--- src/rtl/lsu_handshake.sv ---
// lsu_handshake: multi-cycle load/store unit sitting between EXE and a
// req/gnt/rvalid data-memory port. Accepts one op at a time, generates byte
// enables and lane-shifted store data, extracts and extends load data, and
// returns a one-cycle writeback response.
// Optional feature macro: LSU_MISALIGN_TRAP_EN
//   defined     -> misaligned accesses return resp_err_o without touching memory
//   not defined -> misaligned addresses are silently aligned down to the size
module lsu_handshake #(
    parameter int unsigned XLEN    = 32,
    parameter int unsigned ADDR_W  = 32,
    parameter int unsigned TIMEOUT = 64
) (
    input  logic                clk,
    input  logic                rstn,
    input  logic                lsu_valid_i,
    output logic                lsu_ready_o,
    input  logic                lsu_we_i,
    input  logic [1:0]          lsu_size_i,
    input  logic                lsu_unsigned_i,
    input  logic [ADDR_W-1:0]   lsu_addr_i,
    input  logic [XLEN-1:0]     lsu_wdata_i,
    input  logic [4:0]          lsu_rd_i,
    output logic                resp_valid_o,
    output logic [XLEN-1:0]     resp_rdata_o,
    output logic [4:0]          resp_rd_o,
    output logic                resp_we_o,
    output logic                resp_err_o,
    output logic                stall_o,
    output logic                dmem_req_o,
    input  logic                dmem_gnt_i,
    output logic                dmem_we_o,
    output logic [XLEN/8-1:0]   dmem_be_o,
    output logic [ADDR_W-1:0]   dmem_addr_o,
    output logic [XLEN-1:0]     dmem_wdata_o,
    input  logic                dmem_rvalid_i,
    input  logic [XLEN-1:0]     dmem_rdata_i
);

    localparam int unsigned NB = XLEN / 8;
    localparam int unsigned LW = $clog2(NB);

    typedef enum logic [1:0] {S_IDLE, S_REQ, S_WAIT, S_RESP} state_t;

    state_t          state;
    logic [31:0]     tmo_cnt;

    // Captured op attributes needed after the request phase
    logic            op_we;
    logic [1:0]      op_size;
    logic            op_uns;
    logic [LW-1:0]   op_lane;
    logic [4:0]      op_rd;

    // Decoded view of the incoming op
    logic [LW-1:0]   in_lane;
    logic [LW-1:0]   size_mask;
    logic [LW-1:0]   lane_eff;
    logic            size_illegal;
    logic            in_err;
    logic [2*NB-1:0] be_wide;
    logic [NB-1:0]   in_be;
    logic [XLEN-1:0] in_wdata;
    logic [ADDR_W-1:0] in_addr;

    // Load extraction
    logic [XLEN-1:0] shifted;
    logic [31:0]     nbits;
    logic            sign_bit;
    logic [XLEN-1:0] ld_ext;

    logic            busy;
    logic            tmo_hit;

    // Decode incoming op: lane, alignment/size legality, byte enables, store data
    always_comb begin
        in_lane      = lsu_addr_i[LW-1:0];
        size_mask    = LW'((32'd1 << lsu_size_i) - 32'd1);
        size_illegal = (32'd8 << lsu_size_i) > XLEN;
`ifdef LSU_MISALIGN_TRAP_EN
        lane_eff     = in_lane;
        in_err       = size_illegal | (|(in_lane & size_mask));
`else
        lane_eff     = in_lane & ~size_mask;
        in_err       = size_illegal;
`endif
        be_wide = '0;
        for (int unsigned i = 0; i < NB; i++) begin
            if (i < (32'd1 << lsu_size_i)) be_wide[i] = 1'b1;
        end
        be_wide  = be_wide << lane_eff;
        in_be    = be_wide[NB-1:0];
        in_wdata = lsu_wdata_i << {lane_eff, 3'b000};
        in_addr  = lsu_addr_i & ~ADDR_W'(NB - 1);
    end

    // Extract the addressed lane from read data and sign/zero-extend it
    always_comb begin
        shifted  = dmem_rdata_i >> {op_lane, 3'b000};
        nbits    = 32'd8 << op_size;
        sign_bit = 1'b0;
        for (int unsigned i = 0; i < XLEN; i++) begin
            if (i == nbits - 32'd1) sign_bit = shifted[i] & ~op_uns;
        end
        ld_ext = '0;
        for (int unsigned i = 0; i < XLEN; i++) begin
            ld_ext[i] = (i < nbits) ? shifted[i] : sign_bit;
        end
    end

    // Timeout fires on the TIMEOUT-th consecutive cycle spent in REQ or WAIT
    always_comb begin
        tmo_hit = (TIMEOUT != 0) && (tmo_cnt == TIMEOUT - 32'd1);
        busy    = (state != S_IDLE);
        stall_o = (lsu_valid_i & ~lsu_ready_o) | busy;
    end

    // Main handshake FSM with registered outputs
    always_ff @(posedge clk) begin
        if (!rstn) begin
            state        <= S_IDLE;
            tmo_cnt      <= '0;
            lsu_ready_o  <= 1'b1;
            resp_valid_o <= 1'b0;
            resp_rdata_o <= '0;
            resp_rd_o    <= '0;
            resp_we_o    <= 1'b0;
            resp_err_o   <= 1'b0;
            dmem_req_o   <= 1'b0;
            dmem_we_o    <= 1'b0;
            dmem_be_o    <= '0;
            dmem_addr_o  <= '0;
            dmem_wdata_o <= '0;
            op_we        <= 1'b0;
            op_size      <= '0;
            op_uns       <= 1'b0;
            op_lane      <= '0;
            op_rd        <= '0;
        end else begin
            case (state)
                S_IDLE: begin
                    if (lsu_valid_i) begin
                        op_we       <= lsu_we_i;
                        op_size     <= lsu_size_i;
                        op_uns      <= lsu_unsigned_i;
                        op_lane     <= lane_eff;
                        op_rd       <= lsu_rd_i;
                        lsu_ready_o <= 1'b0;
                        if (in_err) begin
                            state        <= S_RESP;
                            resp_valid_o <= 1'b1;
                            resp_err_o   <= 1'b1;
                            resp_we_o    <= 1'b0;
                            resp_rdata_o <= '0;
                            resp_rd_o    <= lsu_rd_i;
                        end else begin
                            state        <= S_REQ;
                            tmo_cnt      <= '0;
                            dmem_req_o   <= 1'b1;
                            dmem_we_o    <= lsu_we_i;
                            dmem_be_o    <= in_be;
                            dmem_addr_o  <= in_addr;
                            dmem_wdata_o <= in_wdata;
                        end
                    end
                end
                S_REQ: begin
                    if (dmem_gnt_i) begin
                        dmem_req_o <= 1'b0;
                        if (op_we) begin
                            state        <= S_RESP;
                            resp_valid_o <= 1'b1;
                            resp_err_o   <= 1'b0;
                            resp_we_o    <= 1'b0;
                            resp_rdata_o <= '0;
                            resp_rd_o    <= op_rd;
                        end else begin
                            state   <= S_WAIT;
                            tmo_cnt <= '0;
                        end
                    end else if (tmo_hit) begin
                        dmem_req_o   <= 1'b0;
                        state        <= S_RESP;
                        resp_valid_o <= 1'b1;
                        resp_err_o   <= 1'b1;
                        resp_we_o    <= 1'b0;
                        resp_rdata_o <= '0;
                        resp_rd_o    <= op_rd;
                    end else begin
                        tmo_cnt <= tmo_cnt + 32'd1;
                    end
                end
                S_WAIT: begin
                    if (dmem_rvalid_i) begin
                        state        <= S_RESP;
                        resp_valid_o <= 1'b1;
                        resp_err_o   <= 1'b0;
                        resp_we_o    <= 1'b1;
                        resp_rdata_o <= ld_ext;
                        resp_rd_o    <= op_rd;
                    end else if (tmo_hit) begin
                        state        <= S_RESP;
                        resp_valid_o <= 1'b1;
                        resp_err_o   <= 1'b1;
                        resp_we_o    <= 1'b0;
                        resp_rdata_o <= '0;
                        resp_rd_o    <= op_rd;
                    end else begin
                        tmo_cnt <= tmo_cnt + 32'd1;
                    end
                end
                S_RESP: begin
                    state        <= S_IDLE;
                    lsu_ready_o  <= 1'b1;
                    resp_valid_o <= 1'b0;
                    resp_err_o   <= 1'b0;
                    resp_we_o    <= 1'b0;
                    resp_rdata_o <= '0;
                end
                default: begin
                    state       <= S_IDLE;
                    lsu_ready_o <= 1'b1;
                end
            endcase
        end
    end

endmodule

--- config.mk ---
export PLATFORM = sky130hd
export DESIGN_NAME = lsu_handshake
export DESIGN_NICKNAME = d
export VERILOG_FILES = /design/src/rtl/lsu_handshake.sv
export SDC_FILE = /design/constraint.sdc
export NUM_CORES = 1
export LEC_CHECK = 0
export BUFFER_PORTS_ARGS = -buffer_cell sky130_fd_sc_hd__buf_2
export CORE_AREA = 4 4 143 145
export CTS_CLUSTER_DIAMETER = 100
export DETAILED_ROUTE_END_ITERATION = 7
export DIE_AREA = 0 0 147 149
export PLACE_DENSITY = 0.73
export SLEW_MARGIN = 20
export SYNTH_ARGS = -nofsm -noshare
export SYNTH_HDL_FRONTEND = slang
export SYNTH_SLANG_ARGS = --single-unit
--- constraint.sdc ---
create_clock -name clk -period 6.1 [get_ports clk]
set_input_delay 0.305 -clock clk [delete_from_list [all_inputs] [get_ports clk]]
set_output_delay 0.305 -clock clk [all_outputs]
set_load 0.05 [all_outputs]
==> metrics.cfg <==
[worst_hold_path]
min_to = dmem_addr_o[20]$_SDFFE_PN0P_
hold_start = lsu_addr_i[20]
holdPathStages = 3
hp-class = in2reg

[cells_and_area]
multi_input_area_um2 = 3970
fillers = 1880
fin_util_pct = 47.9
layout-drive-gt1-share_pct = 28.7
area_delta_synth_final_pct = 25.6
final_cell_mix = buf_2, dfxtp_1, nand2_1
nNetsFinal = 1173
layout_commonest_cell = buf_2
seqCellArea_um2 = 3080

[timing]
setup_violations = 0
final.setup.tns_ps = 0
period_minus_slack_ps = 3020
tightest_slew_ps = 895
max_freq_mhz = 331
slew_violations = 0
hold_viol = 0
fin_hold_ws_ps = 99.4
fin_skew_ps = 15.4
fin_crit_sh_pct = 49.6
relSlewSlack_pct = 40.2
grt_setup_unrepaired = false

[clock_tree]
cts-root-buf = clkbuf_16
post-cts-setup-buffer-count = 0
h-tree-depth = 4
ctsHoldBuffers = 0
cts_resized = 0
cts_tree = done
path_clk_slew_ps = 70
cts_buffers = 17
clock-sinks = 154
clk-insertion-delay-late_ps = 430
clockBufferDepth = 2

[drt]
viasPerCell = 5.43
wl_per_cell_um = 16.7
drtIter0Drc = 361
routed_wl_mm = 22.3
vias = 7254
route.detailed.drc = 0
firstDrtPassIters = 5
detail-route-antenna-nets = 0

[die]
num_io_pins = 222
initial_core_util_pct = 38.2
die_h_um = 149
fp.dieW_um = 147
dieArea_um2 = 21900
num_rows = 51
coreArea_um2 = 19200

[logic_synthesis]
ys_types = 64
synth_edf_count = 0
synth.area.top_cells = dfxtp_1, nand2_1, a21oi_1, nor2_1, mux2_2
synthFlopType = dfxtp_1
ys_seq_area_share_pct = 42.1
ys_async_sr_fraction_pct = 0
yosysTopAreaCellShare_pct = 42.1
ys_seq_elements = 154
avgSynthCellArea_um2 = 8.43
netlist_area_um2 = 7330
yosys.area.top_type = dfxtp_1
yosysWarningCount = 0
syn_inst = 869

[worst_setup_path]
startpoint = state[1]$_SDFFE_PN0N_
worst-setup-path-type = reg2reg
critPathMaxFanout = 13
critPathArrivalTime_ps = 3370
worst_r2r_endpoint = tmo_cnt[28]$_SDFFE_PN0P_
startpoint_type = flop
end_kind = flop
r2r_cells = 7
r2r_slack_ps = 3080
cp_data_required_time_ps = 6450
timing.rr.start = state[1]$_SDFFE_PN0N_

[grt]
grt_use_total_pct = 20.2
grt_pass1_wl_mm = 36.1
gr-total-overflow = 0
antenna_found_initial = 1
grt_pass1_vias = 6918
grt_max_degree = 81

[power_and_ir_drop]
peakVddDrop_mv = 0.245
p_leak_nw = 3.81
power_density_nw_per_um2 = 368

[placement]
hpwlAfterDp_mm = 16.0
io_buffers = 219
globalplace.congestion = 0.845

[status]
status = complete, no violations

[job]
drv_cap = 0

stage by stage:
stage                     instances  power (mW)  area, µm²  worst slack (ps)
after floorplan                 870        2.06       7330              3660
final                          1335        3.38       9210              3080
after global placement         1302        2.35       8610              3230
after detailed placement       1302        2.36       8610              3170
after CTS                      1334        3.41       9200              3100
after global routing           1334        3.57       9210              2850
state kept, by name (all words and copies together) (netlist names), 2 cells and up:
register / count
dmem_wdata_o: 32
resp_rdata_o: 32
tmo_cnt: 32
dmem_addr_o: 30
op_rd: 5
resp_rd_o: 5
dmem_be_o: 4
op_lane: 2
op_size: 2
state: 2
kinds of logic after synthesis:
family | synth area share [%]
simple gates | 22.0
compound gates | 21.8
flops | 42.1
buf+inv | 4.25
mux | 7.80
fa+ha+maj | 1.20
xor+xnor | 0.837
other cells | 0.0512
cells in the mapped netlist (14+ instances only):
cell      number
a21oi_1       97
a221o_1       16
clkbuf_1      44
dfxtp_1      154
mux2_2        19
mux2i_1       20
nand2_1      150
nand3_1       28
nor2_1        59
o21ai_0       35
o31ai_1       14
or4_1         16
worst max-delay path, cell delays in order (launching register included):
cell       delay [ps]
dfxtp_1           370
inv_1              90
ha_1              280
and3_1            260
a2111oi_4         790
nand3_2           390
or4_1             590
a21oi_1           160
routing by layer:
metal | GRT usage [%] | vias up | part of all wire [%]
met5 | 0 | - | 0.054
met4 | 6.29 | 2 | 1.8
met3 | 6.90 | 24 | 8.7
met2 | 32.8 | 278 | 47
met1 | 25.5 | 3390 | 42
li1 | - | 3560 | -
how the worst max path moves through the flow:
stage	depth (start not counted)	end	slack (ps)
final	7	tmo_cnt[28]$_SDFFE_PN0P_	3080
after CTS	7	tmo_cnt[28]$_SDFFE_PN0P_	3100
after global routing	7	tmo_cnt[31]$_SDFFE_PN0P_	2850
after floorplan	10	dmem_be_o[0]$_SDFFE_PN0P_	3660
after detailed placement	7	tmo_cnt[28]$_SDFFE_PN0P_	3170
after global placement	7	tmo_cnt[27]$_SDFFE_PN0P_	3230
report_power, final:
group          switching, mW  total [mW]  internal, mW
logic                  0.837        1.14         0.302
registers             0.0773        1.20          1.12
clock network          0.490        1.05         0.558
total                   1.41        3.38          1.98
cell type report:
| class | instances | area share (%) |
|---|---|---|
| multi-input combinational | 639 | 43.1 |
| tap | 265 | 3.60 |
| antenna | 1 | 0.0272 |
| clock buffer | 18 | 4.77 |
| sequential | 154 | 33.5 |
| timing repair buffer | 230 | 12.8 |
| inverter | 14 | 0.571 |
| clock inverter | 14 | 1.67 |
Note: power is estimated with default switching activity, not from simulation.
